`src/rtl/sound_reg_if_if.sv`:
```
// CPU-side register bus for the sound register block: strobes, offset, data in and registered data out.
interface sound_reg_if_if;
    logic [4:0] addr;
    logic [7:0] wdata;
    logic       we;
    logic       re;
    logic [7:0] rdata;

    modport master (output addr, wdata, we, re, input  rdata);
    modport slave  (input  addr, wdata, we, re, output rdata);
endinterface

```
`src/rtl/sound_reg_if.sv`:
```
// Sound register file at 0xFF10-0xFF26: channel registers, NR50-52 power/status,
// trigger pulses and the 512 Hz frame sequencer that paces length/sweep/envelope.
module sound_reg_if (
    input  logic         clock,
    input  logic         reset,
    sound_reg_if_if.slave bus,
    input  logic         div_tick,
    input  logic [3:0]   ch_off,
    output logic [39:0]  ch1_regs,
    output logic [39:0]  ch2_regs,
    output logic [39:0]  ch3_regs,
    output logic [39:0]  ch4_regs,
    output logic [7:0]   nr50,
    output logic [7:0]   nr51,
    output logic [3:0]   trigger,
    output logic         len_tick,
    output logic         sweep_tick,
    output logic         env_tick,
    output logic [3:0]   ch_on
);
    localparam logic [4:0] A_NR52 = 5'h16;

    logic [7:0] regs_q [32];
    logic [7:0] regs_d [32];
    logic       power_q, power_d;
    logic [3:0] ch_on_q, ch_on_d;
    logic [3:0] trig_q, trig_d;
    logic [2:0] step_q, step_d;
    logic [2:0] tick_q, tick_d;
    logic [7:0] rdata_q, rdata_d;

    // NR52 is excluded here; it has its own write and read path.
    function automatic logic is_mapped(input logic [4:0] a);
        return a inside {[5'h00:5'h04], [5'h06:5'h0E], [5'h10:5'h15]};
    endfunction

    function automatic logic [7:0] or_mask(input logic [4:0] a);
        case (a)
            5'h00:                      return 8'h80;
            5'h01, 5'h06:               return 8'h3F;
            5'h02, 5'h07, 5'h11, 5'h12,
            5'h14, 5'h15:               return 8'h00;
            5'h04, 5'h09, 5'h0E, 5'h13: return 8'hBF;
            5'h0A:                      return 8'h7F;
            5'h0C:                      return 8'h9F;
            default:                    return 8'hFF;
        endcase
    endfunction

    always_comb begin
        regs_d  = regs_q;
        power_d = power_q;
        ch_on_d = ch_on_q & ~ch_off;
        trig_d  = '0;
        step_d  = step_q;
        tick_d  = '0;
        rdata_d = rdata_q;

        if (bus.we && bus.addr == A_NR52) begin
            power_d = bus.wdata[7];
        end else if (bus.we && power_q && is_mapped(bus.addr)) begin
            regs_d[bus.addr] = bus.wdata;
            // NRx4 bit 7 is a write-only trigger, never stored
            case (bus.addr)
                5'h04: begin regs_d[bus.addr][7] = 1'b0; trig_d[0] = bus.wdata[7]; end
                5'h09: begin regs_d[bus.addr][7] = 1'b0; trig_d[1] = bus.wdata[7]; end
                5'h0E: begin regs_d[bus.addr][7] = 1'b0; trig_d[2] = bus.wdata[7]; end
                5'h13: begin regs_d[bus.addr][7] = 1'b0; trig_d[3] = bus.wdata[7]; end
                default: ;
            endcase
        end
        ch_on_d = ch_on_d | trig_d;

        if (div_tick && power_q) begin
            tick_d = {~step_q[0], (step_q == 3'd2) || (step_q == 3'd6), step_q == 3'd7};
            step_d = step_q + 3'd1;
        end

        // Powered off: everything but the power bit is held clear.
        if (!power_d) begin
            regs_d  = '{default: '0};
            ch_on_d = '0;
            trig_d  = '0;
            tick_d  = '0;
            step_d  = '0;
        end

        if (bus.re) begin
            if (bus.addr == A_NR52)
                rdata_d = {power_q, 3'b111, ch_on_q};
            else if (is_mapped(bus.addr))
                rdata_d = regs_q[bus.addr] | or_mask(bus.addr);
            else
                rdata_d = 8'hFF;
        end
    end

    always_ff @(posedge clock) begin
        if (reset) begin
            regs_q  <= '{default: '0};
            power_q <= 1'b0;
            ch_on_q <= '0;
            trig_q  <= '0;
            step_q  <= '0;
            tick_q  <= '0;
            rdata_q <= '0;
        end else begin
            regs_q  <= regs_d;
            power_q <= power_d;
            ch_on_q <= ch_on_d;
            trig_q  <= trig_d;
            step_q  <= step_d;
            tick_q  <= tick_d;
            rdata_q <= rdata_d;
        end
    end

    assign ch1_regs   = {regs_q[5'h04], regs_q[5'h03], regs_q[5'h02], regs_q[5'h01], regs_q[5'h00]};
    assign ch2_regs   = {regs_q[5'h09], regs_q[5'h08], regs_q[5'h07], regs_q[5'h06], 8'h00};
    assign ch3_regs   = {regs_q[5'h0E], regs_q[5'h0D], regs_q[5'h0C], regs_q[5'h0B], regs_q[5'h0A]};
    assign ch4_regs   = {regs_q[5'h13], regs_q[5'h12], regs_q[5'h11], regs_q[5'h10], 8'h00};
    assign nr50       = regs_q[5'h14];
    assign nr51       = regs_q[5'h15];
    assign trigger    = trig_q;
    assign {len_tick, sweep_tick, env_tick} = tick_q;
    assign ch_on      = ch_on_q;
    assign bus.rdata  = rdata_q;
endmodule

```
`src/flat_wrapper.sv`:
```
// flat-port wrapper written by rule: the top's interface ports become plain ports
module sound_reg_if_flat 
  (clock, reset, div_tick, ch_off, ch1_regs, ch2_regs, ch3_regs, ch4_regs, nr50, nr51, trigger, len_tick, sweep_tick, env_tick, ch_on, bus_addr, bus_wdata, bus_we, bus_re, bus_rdata);
  sound_reg_if_if bus_i ();
  input  logic clock;
  input  logic reset;
  input  logic div_tick;
  input  logic [3:0] ch_off;
  output logic [39:0] ch1_regs;
  output logic [39:0] ch2_regs;
  output logic [39:0] ch3_regs;
  output logic [39:0] ch4_regs;
  output logic [7:0] nr50;
  output logic [7:0] nr51;
  output logic [3:0] trigger;
  output logic len_tick;
  output logic sweep_tick;
  output logic env_tick;
  output logic [3:0] ch_on;
  input wire logic [$bits(bus_i.addr)-1:0] bus_addr;
  input wire logic [$bits(bus_i.wdata)-1:0] bus_wdata;
  input wire logic [$bits(bus_i.we)-1:0] bus_we;
  input wire logic [$bits(bus_i.re)-1:0] bus_re;
  output wire logic [$bits(bus_i.rdata)-1:0] bus_rdata;
  assign bus_i.addr = bus_addr;
  assign bus_i.wdata = bus_wdata;
  assign bus_i.we = bus_we;
  assign bus_i.re = bus_re;
  assign bus_rdata = bus_i.rdata;
  sound_reg_if u_core (.clock(clock), .reset(reset), .bus(bus_i), .div_tick(div_tick), .ch_off(ch_off), .ch1_regs(ch1_regs), .ch2_regs(ch2_regs), .ch3_regs(ch3_regs), .ch4_regs(ch4_regs), .nr50(nr50), .nr51(nr51), .trigger(trigger), .len_tick(len_tick), .sweep_tick(sweep_tick), .env_tick(env_tick), .ch_on(ch_on));
endmodule
```
`config.mk`:
```
export PLATFORM = sky130hd
export DESIGN_NAME = sound_reg_if_flat
export DESIGN_NICKNAME = d
export VERILOG_FILES = /design/src/rtl/sound_reg_if_if.sv /design/src/rtl/sound_reg_if.sv /design/src/flat_wrapper.sv
export SDC_FILE = /design/constraint.sdc
export NUM_CORES = 1
export LEC_CHECK = 0
export ABC_AREA = 0
export BUFFER_PORTS_ARGS = -buffer_cell sky130_fd_sc_hd__buf_2
export CAP_MARGIN = 10
export CORE_MARGIN = 3
export CORE_UTILIZATION = 45
export DETAILED_ROUTE_END_ITERATION = 8
export PLACE_DENSITY = 0.74
export SLEW_MARGIN = 15
export SYNTH_ARGS = -nofsm -noshare
export SYNTH_HDL_FRONTEND = slang
export SYNTH_SLANG_ARGS = --single-unit
```
`constraint.sdc`:
```
create_clock -name clock -period 2.6 [get_ports clock]
set_input_delay 0.13 -clock clock [delete_from_list [all_inputs] [get_ports clock]]
set_output_delay 0.13 -clock clock [all_outputs]
set_load 0.05 [all_outputs]
```
==> run_results.csv, run 1 <==
group,metric,value,unit
status,status,"completed",
cts,cts_buffer_depth,3,
power_and_ir_drop,p_int,5.60,mW
setup_path,r2r_slack,380,ps
timing,slew_headroom,50.9,%
floorplanning,die_h,161,µm
global_route,grt_use_total,22.5,%
synthesis,synth_top_family_by_area,"buffers and inverters",
synthesis,dominantRegCellSynth,"dfxtp_1",
synthesis,synth-adder-area-share,0.924,%
timing,finalClockSkew,25.6,ps
timing,fin_crit,2220,ps
power_and_ir_drop,p_seq_share,45.2,%
setup_path,path_cells,"nand4b_1 > nor2_1 > and2_1 > buf_4 > nand2_1 > a21oi_1 > dlygate4sd3_1",
setup_path,worstSetupEndpointType,"flip-flop",
global_route,gr-total-overflow,0,
floorplanning,die_w,161,µm
timing,finalSetupViolCount,0,
placed_design,place_congestion,0.934,
setup_path,slowest_stage,"dlygate4sd3_1",
setup_path,crit_arrival,2670,ps
finish,nets,1232,
min_path,min_path_cells,3,
min_path,min_from,"bus_re",
setup_path,crit_type,"reg -> reg",
timing,slew_violations,0,
cts,ctsResizeCount,0,
synthesis,synth_xor_area_share,0.162,%
timing,tightest_slew,734,ps
cts,htree_levels,1,
power_and_ir_drop,pwr-share-comb,6.4,%
placed_design,dpl.hpwl,21600,µm
cts,cts_setup_buffers,0,
floorplanning,dieArea,0.0260,mm²
synthesis,synth_warnings,0,
finish,final_layout_size_suffix_gt1_share,26.1,%
synthesis,synthDistinctLibCells,73,
cts,path_clk_slew,60,ps
floorplanning,rows,56,
setup_path,worstPathRequired,3050,ps
synthesis,synth_top_area_share,39.7,%
timing,rsz0062_at_grt,"no",
global_route,grt_pass1_vias,7943,
setup_path,cpPeakStageDelay,560,ps
synthesis,synth_edf_count,0,
timing,hold_viol,0,
placed_design,numPortBuffers,200,
synthesis,yosys-top-cells-area,"dfxtp_1 (40%), buf_4 (13%), mux2i_1 (12%)",
setup_path,r2r_end,"u_core.ch_on[3]$_SDFF_PP0_",
setup_path,cp-start-kind,"flip-flop",
synthesis,ys_seq_area_share,39.7,%
drt,vias,8384,
power_and_ir_drop,netSwitchingPower,1.74,mW
synthesis,yosysTopAreaCell,"dfxtp_1",
timing,setup-tns-final,0,ps
drt,drtIter0Drc,745,
setup_path,crit_family,"buffers and inverters",
floorplanning,start_util,46.0,%
cts,numCtsBuffers,24,
synthesis,synth_cells,1188,
synthesis,synth-async-reset-ratio,0,%
power_and_ir_drop,vdd_ir_drop_max,0.496,mV
power_and_ir_drop,power_frac_clock,48.4,%
global_route,grt_pass1_wl,46600,µm
min_path,worstHoldEndpoint,"u_core.bus.rdata[6]$_SDFFE_PP0P_",
drt,dr.pass1.iters,5,
synthesis,synthSimpleGateAreaFrac,16.0,%
synthesis,ys_seq_elements,215,
global_route,grt_start_max_net_pins,67,
synthesis,synth_compound_area_share,9.57,%
power_and_ir_drop,power.density,628,mW/mm²
synthesis,synth.avg_cell_area,9.12,µm²
floorplanning,coreArea,0.0235,mm²
setup_path,worst-path-buf-inv,2,
power_and_ir_drop,leakagePower,4.98,nW
drt,postRouteAntennaNets,0,
cts,clkSinkCount,215,
synthesis,synth_mux_area_share,16.8,%
finish,fin_util,49.7,%
floorplanning,io_pins,217,
global_route,antenna_found_initial,1,
finish,syn_to_final_growth,7.90,%
min_path,min_path_type,"in -> reg",
setup_path,reg2reg_depth,7,
setup_path,path_max_fanout,9,
setup_path,r2r-start,"u_core.power_q$_SDFF_PP0_",
cts,clk_latency,530,ps
drt,route.detailed.drc,0,
cts,clockRootBuffer,"clkbuf_16",
timing,fmax,0.451,GHz
finish,n_fill_cell,2206,
synthesis,netlist_area,0.0108,mm²
timing,period_share,85.4,%
drt,drt_wl_total,30400,µm
power_and_ir_drop,p_sw_share,23.7,%
run,drv_cap,0,
cts,cts_tree,"done",
drt,wl_per_cell,19.7,µm
drt,vias_per_cell,5.44,
-- kinds of logic after synthesis --
| logic type | after synthesis |
|---|---|
| muxes | 156 |
| AOI/OAI and AO/OA | 159 |
| DFF | 215 |
| and+or+nand+nor | 371 |
| adders and majority gates | 8 |
| other | 1 |
| buffers and inverters | 276 |
| xor gates and xnor gates | 2 |
-- state kept, by name, summed over array words and instances, names as in the netlist, 3 cells and up --
| signal | count |
|---|---|
| u_core.bus.rdata | 8 |
| u_core.ch1_regs | 40 |
| u_core.ch2_regs | 32 |
| u_core.ch3_regs | 40 |
| u_core.ch4_regs | 32 |
| u_core.ch_on | 4 |
| u_core.nr50 | 8 |
| u_core.nr51 | 8 |
| u_core.regs_q | 32 |
| u_core.step_q | 3 |
| u_core.tick_q | 3 |
| u_core.trigger | 4 |
-- power by group through the flow --
stage          registers (mW)  logic (mW)  clock network, mW
4_1_cts                  3.32       0.466               3.59
3_3_place_gp             3.39       0.453                  0
5_1_grt                  3.32       0.499               3.72
2_1_floorplan            3.43       0.314                  0
3_5_place_dp             3.39       0.456                  0
6_report                 3.32       0.473               3.55
-- worst max-delay path by stage --
stage,from,endpoint,cells past startpoint
finish,u_core.power_q$_SDFF_PP0_,u_core.ch_on[3]$_SDFF_PP0_,7
global route,u_core.power_q$_SDFF_PP0_,u_core.ch_on[3]$_SDFF_PP0_,7
CTS,u_core.power_q$_SDFF_PP0_,u_core.ch_on[3]$_SDFF_PP0_,7
detailed placement,bus_addr[0],u_core.ch1_regs[12]$_SDFFE_PP0P_,8
global placement,bus_addr[0],u_core.bus.rdata[6]$_SDFFE_PP0P_,7
floorplan,bus_addr[0],u_core.ch1_regs[32]$_SDFFE_PP0P_,13
-- cell usage in the layout, fill, tap and decap left out, types with 4 or more instances in the layout --
cell type / synthesis / layout
mux2i_1: 133 / 133
a22oi_1: 4 / 4
o211ai_4: 4 / 4
a21oi_1: 77 / 77
nor2b_1: 7 / 7
clkbuf_16: 0 / 24
a31oi_1: 5 / 5
buf_4: 186 / 27
clkbuf_8: 0 / 6
inv_1: 9 / 9
clkbuf_1: 27 / 4
o21ai_1: 5 / 5
nor2_1: 136 / 136
nand2_1: 102 / 102
dfxtp_1: 215 / 215
conb_1: 1 / 16
and3_1: 8 / 8
dlygate4sd3_1: 0 / 9
mux4_2: 20 / 20
o21ai_0: 22 / 22
nand2b_1: 8 / 8
ha_1: 8 / 8
nand3_1: 49 / 49
and2_1: 23 / 23
clkinv_2: 0 / 5
o22ai_1: 6 / 6
buf_2: 30 / 200
nand4b_1: 4 / 4
a22o_1: 4 / 4
nor3_1: 6 / 6
nand4_1: 6 / 6
-- per-layer routing --
layer / share of wire, % / track usage [%] / routed length (µm)
met1: 45 / 32.4 / 13500
met2: 45 / 35.7 / 13600
met3: 8.3 / 3.31 / 2510
met4: 2.4 / 5.75 / 733
met5: 0 / 0 / 0
-- cells in the mapped netlist, drive strengths merged, types with 2 or more instances --
cell       n
o21a       3
a221oi     2
nand4b     4
o211ai     7
a2111oi    2
a21oi     77
inv       11
ha         8
and2      23
clkbuf    36
o31ai      2
mux4      20
and3       8
a22oi      4
o21ai     29
nand4      7
nor3      10
xnor2      2
o22ai      6
nand2b     8
nand2    102
dfxtp    215
nor3b      2
nor2b      8
or2        2
o211a      2
nor2     138
mux2i    133
buf      229
a211oi     2
mux2       3
a22o       4
nand3     52
a31oi      5
-- per-stage QoR --
step	cells	cell area [µm²]	worst slack [ps]	hold WS (ps)	total power, mW
after floorplan	1203	10900	602	267	3.74
after global placement	1486	10800	526	406	3.84
after detailed placement	1486	10800	486	400	3.85
after CTS	1539	11700	388	2.31	7.38
after global routing	1540	11700	165	37.8	7.54
final	1540	11700	381	14.1	7.34
-- worst register-to-register path, delay by kind of cell (launching register included) --
| family | cells | cell delay [ps] |
|---|---|---|
| buffers and inverters | 2 | 780 |
| flip-flops | 1 | 480 |
| AO/OA/AOI/OAI | 1 | 130 |
| AND/OR/NAND/NOR | 4 | 760 |
-- cell type report --
class | count | area (µm²) | share of cell area (%)
Multi-Input combinational cell | 712 | 4770 | 40.8
Sequential cell | 215 | 4300 | 36.8
Timing Repair Buffer | 238 | 1330 | 11.4
Clock buffer | 34 | 698 | 5.97
Tap cell | 319 | 399 | 3.41
Clock inverter | 10 | 140 | 1.20
Inverter | 11 | 41.3 | 0.353
Antenna cell | 1 | 2.50 | 0.0214
-- repair_timing --
| item | 4_1_cts | 5_1_grt |
|---|---|---|
| hold buffers | 9 | 0 |
| hold endpoints to repair | 10 | 0 |
| endpoints found under the setup margin | 0 | 0 |
(Power assumes the default switching activity.)
==> run 2: changes to the inputs <==
--- a/config.mk
+++ b/config.mk
@@ -9,9 +9,9 @@
 export BUFFER_PORTS_ARGS = -buffer_cell sky130_fd_sc_hd__buf_2
 export CAP_MARGIN = 10
 export CORE_MARGIN = 3
-export CORE_UTILIZATION = 45
+export CORE_UTILIZATION = 55
 export DETAILED_ROUTE_END_ITERATION = 8
-export PLACE_DENSITY = 0.74
+export PLACE_DENSITY = 0.87
 export SLEW_MARGIN = 15
 export SYNTH_ARGS = -nofsm -noshare
 export SYNTH_HDL_FRONTEND = slang
==> run_results.csv, run 2 (synthesis gave the netlist of run 1 again) <==
group,metric,value,unit
run,drv_cap,0,
min_path,min_path_cells,3,
setup_path,cp-start-kind,"flip-flop",
power_and_ir_drop,p_int,5.34,mW
floorplanning,die_h,146,µm
setup_path,path_cells,"nand4b_1 > nor2_2 > nand2_1 > a21oi_1 > dlygate4sd3_1",
global_route,grt_use_total,26.0,%
finish,area.sequential,0.00430,mm²
power_and_ir_drop,p_sw_share,24.2,%
cts,htree_levels,1,
setup_path,crit_arrival,2910,ps
setup_path,crit_family,"simple AND/OR/NAND/NOR gates",
setup_path,slowest_stage,"nor2_2",
power_and_ir_drop,power.density,612,mW/mm²
finish,n_fill_cell,1592,
cts,path_clk_slew,60,ps
finish,stdcell_count,1474,
floorplanning,die_w,146,µm
setup_path,reg2reg_depth,5,
power_and_ir_drop,p_seq_share,47.1,%
setup_path,worst-path-buf-inv,1,
drt,vias_per_cell,5.76,
cts,cts_tree,"done",
placed_design,pre_cts_ws,396,ps
cts,clk_latency,510,ps
setup_path,worstSetupEndpointType,"flip-flop",
floorplanning,coreArea,0.0190,mm²
power_and_ir_drop,power_frac_clock,46.2,%
floorplanning,start_util,57.0,%
timing,setup_ws,135,ps
floorplanning,dieArea,0.0214,mm²
global_route,grt_pass1_wl,44900,µm
power_and_ir_drop,pwr-share-comb,6.8,%
setup_path,worstPathRequired,3040,ps
power_and_ir_drop,finalPower,7.05,mW
timing,fin_hold_ws,44.6,ps
timing,period_share,94.8,%
finish,stdcell_area,0.0115,mm²
drt,vias,8484,
placed_design,place_congestion,0.972,
drt,wl_per_cell,20.1,µm
cts,clkSinkCount,215,
finish,final_layout_size_suffix_gt1_share,25.9,%
power_and_ir_drop,netSwitchingPower,1.71,mW
timing,fmax,0.406,GHz
global_route,grt_pass1_vias,7862,
power_and_ir_drop,vdd_ir_drop_max,0.554,mV
drt,drt_wl_total,29600,µm
cts,clockRootBuffer,"clkbuf_16",
timing,slew_violations,0,
finish,syn_to_final_growth,6.27,%
setup_path,path_max_fanout,9,
finish,multiInputGateArea,0.00477,mm²
drt,route.detailed.drc,0,
timing,setup-tns-final,0,ps
cts,cts_buffer_depth,3,
cts,cts_setup_buffers,0,
cts,numCtsBuffers,23,
finish,final_common_cell,"dfxtp_1",
timing,rsz0062_at_grt,"no",
timing,fin_crit,2460,ps
floorplanning,rows,50,
power_and_ir_drop,leakagePower,4.92,nW
finish,nets,1227,
placed_design,dp.cells,1423,
min_path,min_path_type,"in -> reg",
timing,finalClockSkew,21.2,ps
drt,drtIter0Drc,940,
setup_path,crit_type,"reg -> reg",
timing,tightest_slew,807,ps
global_route,grt_start_max_net_pins,42,
placed_design,numPortBuffers,200,
floorplanning,io_pins,217,
setup_path,crit_cells,5,
timing,slew_headroom,46.2,%
timing,finalSetupViolCount,0,
status,status,"completed",
global_route,antenna_found_initial,1,
timing,hold_viol,0,
setup_path,cpPeakStageDelay,680,ps
finish,final_cell_mix,"dfxtp_1 (215), buf_2 (200), nor2_1 (136), mux2i_1 (133), nand2_1 (102)",
drt,postRouteAntennaNets,0,
global_route,gr-total-overflow,0,
drt,dr.pass1.iters,5,
placed_design,dpl.hpwl,21000,µm
placed_design,place_area,0.0107,mm²
finish,fin_util,60.6,%
## run 2: cell count changes in the layout (fill, tap and decap cells not counted), sizes merged
cell	change
clkbuf	-7
buf	-4
clkinvlp	+2
inv	+2
bufinv	-1
clkinv	+1
## run 2: repair_timing
item	in CTS	in global routing
resized for setup	0	0
hold buffers	9	0
endpoints found under the hold margin	9	0
endpoints found under the setup margin	0	0
## run 2: power groups by stage
stage / logic (mW) / clock network, mW / registers, mW
final: 0.477 / 3.26 / 3.32
after global routing: 0.495 / 3.42 / 3.32
after CTS: 0.466 / 3.28 / 3.32
after detailed placement: 0.457 / 0 / 3.39
after global placement: 0.452 / 0 / 3.39
after floorplan: 0.314 / 0 / 3.43
## run 2: layout make-up
type / count / area share [%]
Inverter: 11 / 0.359
Clock inverter: 14 / 1.15
Timing Repair Buffer: 234 / 11.4
Sequential cell: 215 / 37.4
Multi-Input combinational cell: 712 / 41.4
Clock buffer: 27 / 5.39
Tap cell: 260 / 2.82
Antenna cell: 1 / 0.0217
## run 2: final timing paths
| check | from | end | slack (ps) |
|---|---|---|---|
| hold / removal | bus_re | u_core.bus.rdata[4]$_SDFFE_PP0P_ | 40 |
| setup / recovery | u_core.power_q$_SDFF_PP0_ | u_core.ch_on[1]$_SDFF_PP0_ | 140 |
| setup reg to reg | u_core.power_q$_SDFF_PP0_ | u_core.ch_on[1]$_SDFF_PP0_ | 140 |
| hold reg to reg | u_core.ch3_regs[0]$_SDFFE_PP0P_ | u_core.ch3_regs[0]$_SDFFE_PP0P_ | 450 |
## run 2: tightest hold or removal path, cell delays in order
cell and delay [ps]:
buf_2 170, nor2_1 130, a211oi_1 60
## run 2: routing by layer
layer  global-route usage, %  vias up  wire, µm
li1                        -     3874         -
met1                    36.2     4001     12300
met2                    41.1      537     13200
met3                    5.59       70      3260
met4                    7.20        2       852
met5                       0        -         7
